==> config.mk <==
export PLATFORM = sky130hd
export DESIGN_NAME = eth_header_extractor
export DESIGN_NICKNAME = d
export VERILOG_FILES = /design/src/rtl/eth_parser_pkg.sv /design/src/rtl/eth_header_extractor.sv
export SDC_FILE = /design/constraint.sdc
export NUM_CORES = 1
export LEC_CHECK = 0
export BUFFER_PORTS_ARGS = -buffer_cell sky130_fd_sc_hd__buf_2
export CORE_MARGIN = 2
export CORE_UTILIZATION = 23
export DETAILED_ROUTE_END_ITERATION = 8
export GPL_TIMING_DRIVEN = 0
export PLACE_DENSITY = 0.47
export SYNTH_ARGS = -nofsm -noshare
export SYNTH_HDL_FRONTEND = slang
export SYNTH_SLANG_ARGS = --single-unit
==> constraint.sdc <==
create_clock -name clk -period 10.5 [get_ports clk]
set_input_delay 2.1 -clock clk [delete_from_list [all_inputs] [get_ports clk]]
set_output_delay 2.1 -clock clk [all_outputs]
set_load 0.01 [all_outputs]
==> src/rtl/eth_parser_pkg.sv <==
// Shared types and constants for the byte-stream Ethernet L2 header parser.
// No logic; header lengths and TPIDs live here so the parser has no parameters.
package eth_parser_pkg;

    typedef enum logic [2:0] {
        IDLE,
        DMAC,
        SMAC,
        TYPE,
        TAG_TCI,
        TAG_TYPE,
        PAYLOAD
    } state_t;

    typedef logic [47:0] mac_t;

    localparam logic [15:0] TPID_8021Q  = 16'h8100;
    localparam logic [15:0] TPID_8021AD = 16'h88A8;
    localparam logic [4:0]  L2_LEN_BASE = 5'd14;
    localparam logic [4:0]  L2_TAG_LEN  = 5'd4;

    function automatic logic [4:0] l2_len(input logic [1:0] tags);
        return L2_LEN_BASE + L2_TAG_LEN * {3'b000, tags};
    endfunction

endpackage

==> src/rtl/eth_header_extractor.sv <==
// Ethernet L2 header parser: DA/SA, optional 802.1Q tag (QinQ with ETH_PARSER_QINQ_EN), resolved EtherType.
// Latency: hdr_valid one cycle after the final type byte; frame_start/frame_end one cycle after sof/eof.
// Always ready; in_valid low stalls the parser with all state held.
module eth_header_extractor
    import eth_parser_pkg::*;
(
    input  logic        clk,
    input  logic        rst,
    input  logic        in_valid,
    input  logic [7:0]  in_data,
    input  logic        in_sof,
    input  logic        in_eof,
    output logic        frame_start,
    output logic        frame_end,
    output logic [47:0] dest_mac,
    output logic [47:0] src_mac,
    output logic [15:0] resolved_ethertype,
    output logic        vlan_present,
    output logic [11:0] vlan_id,
    output logic [4:0]  l2_header_len,
    output logic        hdr_valid,
    output logic        hdr_error
);

    state_t      state;
    logic [2:0]  byte_cnt;
    mac_t        dmac_sh;
    mac_t        smac_sh;
    logic [7:0]  hi_byte;
    logic [11:0] vid_sh;
    logic [1:0]  tag_cnt;

    logic [15:0] field16;
    logic        take_tag;
    logic        hdr_done;
    logic        hdr_open;

    assign field16  = {hi_byte, in_data};
    assign hdr_open = (state != IDLE) && (state != PAYLOAD);
    assign hdr_done = ((state == TYPE) || (state == TAG_TYPE)) && (byte_cnt == 3'd1) && !take_tag;

    // Which type values open another tag depends on how many tags are already parsed.
    always_comb begin
        take_tag = 1'b0;
`ifdef ETH_PARSER_QINQ_EN
        if (state == TYPE)
            take_tag = (field16 == TPID_8021Q) || (field16 == TPID_8021AD);
        else if ((state == TAG_TYPE) && (tag_cnt == 2'd1))
            take_tag = (field16 == TPID_8021Q);
`else
        if (state == TYPE)
            take_tag = (field16 == TPID_8021Q);
`endif
    end

    always_ff @(posedge clk or posedge rst) begin
        if (rst) begin
            state              <= IDLE;
            byte_cnt           <= 3'd0;
            dmac_sh            <= '0;
            smac_sh            <= '0;
            hi_byte            <= 8'd0;
            vid_sh             <= 12'd0;
            tag_cnt            <= 2'd0;
            frame_start        <= 1'b0;
            frame_end          <= 1'b0;
            dest_mac           <= '0;
            src_mac            <= '0;
            resolved_ethertype <= 16'd0;
            vlan_present       <= 1'b0;
            vlan_id            <= 12'd0;
            l2_header_len      <= 5'd0;
            hdr_valid          <= 1'b0;
            hdr_error          <= 1'b0;
        end else begin
            frame_start <= 1'b0;
            frame_end   <= 1'b0;
            hdr_valid   <= 1'b0;
            hdr_error   <= 1'b0;
            if (in_valid) begin
                if (in_sof) begin
                    // A sof always restarts; the aborted frame only errors if its header was open.
                    frame_start <= 1'b1;
                    hdr_error   <= hdr_open || in_eof;
                    dmac_sh     <= {dmac_sh[39:0], in_data};
                    byte_cnt    <= 3'd1;
                    tag_cnt     <= 2'd0;
                    vid_sh      <= 12'd0;
                    if (in_eof) begin
                        frame_end <= 1'b1;
                        state     <= IDLE;
                    end else begin
                        state     <= DMAC;
                    end
                end else if (state != IDLE) begin
                    byte_cnt <= byte_cnt + 3'd1;
                    case (state)
                        DMAC: begin
                            dmac_sh <= {dmac_sh[39:0], in_data};
                            if (byte_cnt == 3'd5) begin
                                byte_cnt <= 3'd0;
                                state    <= SMAC;
                            end
                        end
                        SMAC: begin
                            smac_sh <= {smac_sh[39:0], in_data};
                            if (byte_cnt == 3'd5) begin
                                byte_cnt <= 3'd0;
                                state    <= TYPE;
                            end
                        end
                        TYPE, TAG_TYPE: begin
                            hi_byte <= in_data;
                            if (byte_cnt == 3'd1) begin
                                byte_cnt <= 3'd0;
                                if (take_tag) begin
                                    tag_cnt <= tag_cnt + 2'd1;
                                    state   <= TAG_TCI;
                                end else begin
                                    hdr_valid          <= 1'b1;
                                    dest_mac           <= dmac_sh;
                                    src_mac            <= smac_sh;
                                    resolved_ethertype <= field16;
                                    vlan_present       <= (tag_cnt != 2'd0);
                                    vlan_id            <= vid_sh;
                                    l2_header_len      <= l2_len(tag_cnt);
                                    state              <= PAYLOAD;
                                end
                            end
                        end
                        TAG_TCI: begin
                            hi_byte <= in_data;
                            if (byte_cnt == 3'd1) begin
                                byte_cnt <= 3'd0;
                                vid_sh   <= {hi_byte[3:0], in_data};
                                state    <= TAG_TYPE;
                            end
                        end
                        default: byte_cnt <= 3'd0;
                    endcase
                    if (in_eof) begin
                        frame_end <= 1'b1;
                        hdr_error <= hdr_open && !hdr_done;
                        byte_cnt  <= 3'd0;
                        state     <= IDLE;
                    end
                end
            end
        end
    end

endmodule
# ---- After elaboration in Yosys (flattened, before gate mapping)
# Cells that the tools add are included.
# Widths: inputs -> output; s select.
dict set report word_totals {
  in_bits 13
  memories 0
  regBits 258
  word_cells 108
  romBits 0
  ram_bits 0
  latch_bits 0
}
dict set report op_classes {
  shifts 0
  multipliers 0
  n_div 0
  muxes 45
  eq_ne 13
  n_bitwise 2
  n_reduce_logical 28
  addsub 3
  n_lt_le_gt_ge 0
}
# operator count
set ops {}
lappend ops {{$mux 48} 3}
lappend ops {{$mux 12} 4}
lappend ops {{$mux 3} 12}
lappend ops {{$mux 1} 18}
lappend ops {{$eq 16x16->1 const B} 1}
lappend ops {{$ne 4x4->1 const B} 4}
lappend ops {{$reduce_bool 2->1} 7}
lappend ops {{$mux 2} 6}
lappend ops {{$pmux 3 s4} 1}
lappend ops {{$reduce_and 4->1} 3}
lappend ops {{$eq 3x3->1 const B} 3}
lappend ops {{$reduce_and 7->1} 1}
lappend ops {{$eq 3x1->1 const B} 2}
lappend ops {{$eq 3x2->1 const B} 2}
lappend ops {{$pmux 3 s2} 1}
lappend ops {{$reduce_and 6->1} 1}
lappend ops {{$reduce_bool 6->1} 1}
lappend ops {{$add 4x4->5 const A} 1}
lappend ops {{$reduce_and 5->1} 1}
lappend ops {{$logic_and 1x1->1} 4}
lappend ops {{$reduce_or 2->1} 2}
lappend ops {{$add 3x1->3 const B} 1}
lappend ops {{$ne 3x3->1 const B} 1}
lappend ops {{$reduce_and 3->1} 1}
lappend ops {{7 further kinds} 10}

# ---- Depth between registers and ports, before layout
dict set report depth {
  depth_word 10
  depth_mapped 8
  mapped_depth_nobuf 7
}

# ---- Worst setup path after synthesis
# No wires, ideal clock.
dict set report synth_path {
  path_type {input to register}
  from {in in_data[3]}
  to {reg dest_mac[13]}
  n_path_buf 2
  t_arrival_ns 3.865
  slack_ns 6.510
  setup_ns 0.125
  stages 7
  path_cell_list {or4_1 or4_4 nor2_4 nor4_2 buf_6 buf_6 mux2_4}
}
dict set report synth_between {
  elab_chain_len 4
}
# element line
set synth_rtl {}
lappend synth_rtl {{start: declaration} eth_header_extractor.sv:10} ;# input logic [7:0] in_data,
lappend synth_rtl {{$eq 16x16->1} eth_header_extractor.sv:52} ;# take_tag = (field16 == TPID_8021Q);
lappend synth_rtl {{$mux 1} eth_header_extractor.sv:51} ;# if (state == TYPE)
lappend synth_rtl {{$not 1->1 (no line)} n/a}
lappend synth_rtl {{$reduce_and 6->1 (no line)} n/a}
lappend synth_rtl {{end signal: assignment} eth_header_extractor.sv:121} ;# dest_mac <= dmac_sh;
lappend synth_rtl {{end: declaration} eth_header_extractor.sv:15} ;# output logic [47:0] dest_mac,
# No other way between the ends.
# A chain may end at the register's enable or synchronous reset.

# ---- Worst setup path in the final report
dict set report layout_path {
  from {in in_data[3]}
  to {reg src_mac[34]}
}
dict set report layout_between {
  elab_chain_len 4
}
# element line
set layout_rtl {}
lappend layout_rtl {{$eq 16x16->1} eth_header_extractor.sv:52}
lappend layout_rtl {{$mux 1} eth_header_extractor.sv:51}
lappend layout_rtl {{$not 1->1 (no line)} n/a}
lappend layout_rtl {{$reduce_and 6->1 (no line)} n/a}
lappend layout_rtl {{end signal: assignment} eth_header_extractor.sv:122} ;# src_mac <= smac_sh;
lappend layout_rtl {{end: declaration} eth_header_extractor.sv:16} ;# output logic [47:0] src_mac,
# No other way between the ends.

==> results.sh <==
export IMPL_cts_reportedPaths_clkPinSlew_ns=0.06
export IMPL_fin_crit_sh=0.365
export IMPL_cts_hold_buf=0
export IMPL_avgSynthCellArea_sq_um=15.8
export IMPL_critical_path_startpoint="in_data[3]"
export IMPL_cts_buffers=30
export IMPL_die_h_um=216
export IMPL_grt_remaining_overflow=0
export IMPL_cts_root_buf="clkbuf_16"
export IMPL_path_class="input port to flip-flop"
export IMPL_nNetsFinal=848
export IMPL_r2r_start="state[2]"
export IMPL_yosys_area_share_adder=0.00364
export IMPL_setup_violations_final=0
export IMPL_drtAntennaViolNets=0
export IMPL_design_core_area_sq_um=44200
export IMPL_maxCapViolCount=0
export IMPL_max_freq_mhz=261
export IMPL_clock_latency_ns=0.56
export IMPL_relSlewSlack=0.396
export IMPL_yosysUniqueCellTypes=45
export IMPL_worst_ep_arrival_time_ns=4.27
export IMPL_crit_path_start_kind="input port"
export IMPL_routedWlPerCell_um=17.7
export IMPL_antenna_cells=0
export IMPL_grt_use_total=0.111
export IMPL_cts_buffer_depth=3
export IMPL_final_common_cell="dfrtp_1"
export IMPL_areaGrowthSynthToFinish_pct=24.9
export IMPL_whs_ns=0.467
export IMPL_endpoint_kind="flip-flop"
export IMPL_post_dp_hpwl_um=17800
export IMPL_io_pins=147
export IMPL_finalPower_mw=3.41
export IMPL_syn_inst=654
export IMPL_start_util=0.233
export IMPL_grt_max_degree=92
export IMPL_synth_top_family_by_area="multiplexers"
export IMPL_vias_per_cell=4.04
export IMPL_die_w_um=216
export IMPL_yosys_area_share_xor_xnor=0
export IMPL_grt_pass1_wl_um=40100
export IMPL_seq_area_sq_um=6410
export IMPL_peakVddDrop_mv=0.129
export IMPL_synthMuxAreaShare=0.275
export IMPL_cts_max_level=1
export IMPL_worst_pin_slew_ns=0.900
export IMPL_first_pass_iters=4
export IMPL_hold_path_class="flip-flop to flip-flop"
export IMPL_fin_util=0.291
export IMPL_place_ws_ns=6.08
export IMPL_cts_tree="done"
export IMPL_n_fill_cell=4488
export IMPL_ys_seq_area_frac=0.621
export IMPL_die_area_sq_um=46500
export IMPL_final_cell_mix="dfrtp_1, buf_2, mux2_2"
export IMPL_hold_viol=0
export IMPL_routed_wl_um=25700
export IMPL_grt_setup_unrepaired="no"
export IMPL_place_congestion=0.770
export IMPL_clock_sinks=256
export IMPL_synth_area_sq_um=10300
export IMPL_synth_seq_cells=256
export IMPL_post_cts_buffers=0
export IMPL_worst_ep_required_time_ns=10.94
export IMPL_yosys_warnings=0
export IMPL_multiInputGateArea_sq_um=3580
export IMPL_grt_pass1_vias=6172
export IMPL_drc=0
export IMPL_status="completed"
export IMPL_port_buffers=144
export IMPL_vias=5843
export IMPL_antenna_found_initial=0
export IMPL_synth_fp_nets=670
export IMPL_drtIter0Drc=214
export IMPL_synth_compound_area_frac=0.0382
export IMPL_layout_setup_ws_ns=6.67
export IMPL_drive_above_1_share=0.512
export IMPL_p_leak_nw=6.36
export IMPL_maxSlewViolCount=0
export IMPL_hp_start="l2_header_len[1]"
export IMPL_rows=77
export IMPL_min_period_ns=3.83
export IMPL_p_per_area_nw_per_um2=265
export IMPL_cts_resized=0
export IMPL_cp_max_fo=10
export IMPL_finClkSkew_ns=0.0119
export IMPL_yosys_area_share_simple=0.0296
==> synth_stat cells <==
master	n	share of area
o211ai_1	2	0.0015
nor3b_1	2	0.0015
o2111ai_1	1	0.00085
o21ai_0	35	0.017
o41ai_1	12	0.010
mux2_2	108	0.12
inv_1	19	0.0069
o22ai_1	2	0.0012
mux2i_1	3	0.0029
dfrtp_1	256	0.62
or3_1	2	0.0012
a2bb2oi_1	1	0.00085
nor2_4	1	0.0011
nor4_2	1	0.0012
nor2_1	6	0.0022
nor4_1	3	0.0018
mux2_4	106	0.15
buf_2	5	0.0024
o31ai_1	1	0.00073
and2_1	2	0.0012
nand4_1	1	0.00061
nor4b_1	1	0.00085
nor3_2	1	0.00097
nand2b_1	2	0.0012
ha_1	3	0.0036
or4_1	1	0.00073
a21oi_1	2	0.00097
a211oi_1	1	0.00073
a31oi_1	1	0.00061
nand2_1	24	0.0087
nand3b_1	1	0.00073
nor3_1	1	0.00048
o2bb2ai_1	1	0.00085
o21a_1	2	0.0015
clkbuf_1	16	0.0058
or4_4	1	0.0011
or2_2	3	0.0018
nand3_1	2	0.00097
a211o_1	1	0.00085
buf_6	13	0.014
nor2b_1	2	0.0012
buf_4	2	0.0015
buf_1	2	0.00073
o21ai_1	1	0.00048
conb_1	1	0.00036
==> report_power, final <==
group	total [mW]	switching, mW	internal [mW]
clock	1.09	0.417	0.668
combinational	0.789	0.350	0.440
sequential	1.53	0.229	1.30
total	3.41	0.996	2.41
==> final timing paths <==
check | endpoint | slack [ns] | cells after the start
setup / recovery | src_mac[34] | 6.67 | 8
hold / removal | l2_header_len[1] | 0.47 | 1
setup reg to reg | smac_sh[10] | 7.69 | 7
hold reg to reg | l2_header_len[1] | 0.47 | 1
max in group asynchronous | smac_sh[34] | 7.61 | 4
min in group asynchronous | hdr_error | 1.61 | 2
==> through the flow <==
step	instance area [sq um]	setup TNS, ns	cells
global route	12900	0	1446
finish	12900	0	1446
floorplan	10300	0	654
CTS	12900	0	1446
detailed placement	11800	0	1392
global placement	11800	-527.02	1390
==> worst max-delay path, cell delays in order <==
cell and delay (ns):
buf_2 0.12, or4_1 0.54, or4_4 0.53, nor2_4 0.14, nor4_2 0.10, buf_6 0.20, buf_6 0.20, mux2_4 0.31
==> state kept, by name (all words and copies together), names as in the netlist, 2 cells and up <==
name / cells
byte_cnt: 3
dest_mac: 48
state: 3
vlan_id: 12
resolved_ethertype: 16
dmac_sh: 48
smac_sh: 48
src_mac: 48
tag_cnt: 2
hi_byte: 8
vid_sh: 12
l2_header_len: 3
==> cell type report <==
class,instances,share of cell area
sequential,256,0.497
multi-input combinational,341,0.278
clock buffer,44,0.0702
timing repair buffer,146,0.0602
tap,592,0.0575
buffer,38,0.0197
clock inverter,10,0.0110
inverter,19,0.00612
==> routing by layer <==
metal / GRT usage / vias to the layer above / part of all wire
met4: 0.0315 / 0 / 0.019
met1: 0.158 / 3007 / 0.48
met3: 0.0233 / 36 / 0.054
met5: 0 / - / 0
li1: - / 2672 / -
met2: 0.170 / 128 / 0.45
==> cell families (layout without fill, tap and decap cells) <==
family / Yosys count / after routing
compound gates: 63 / 63
fa+ha+maj: 3 / 3
buf+inv: 57 / 257
flops: 256 / 256
mux: 217 / 217
other cells: 1 / 1
simple gates: 57 / 57
Note: power is estimated with default switching activity, not from simulation.
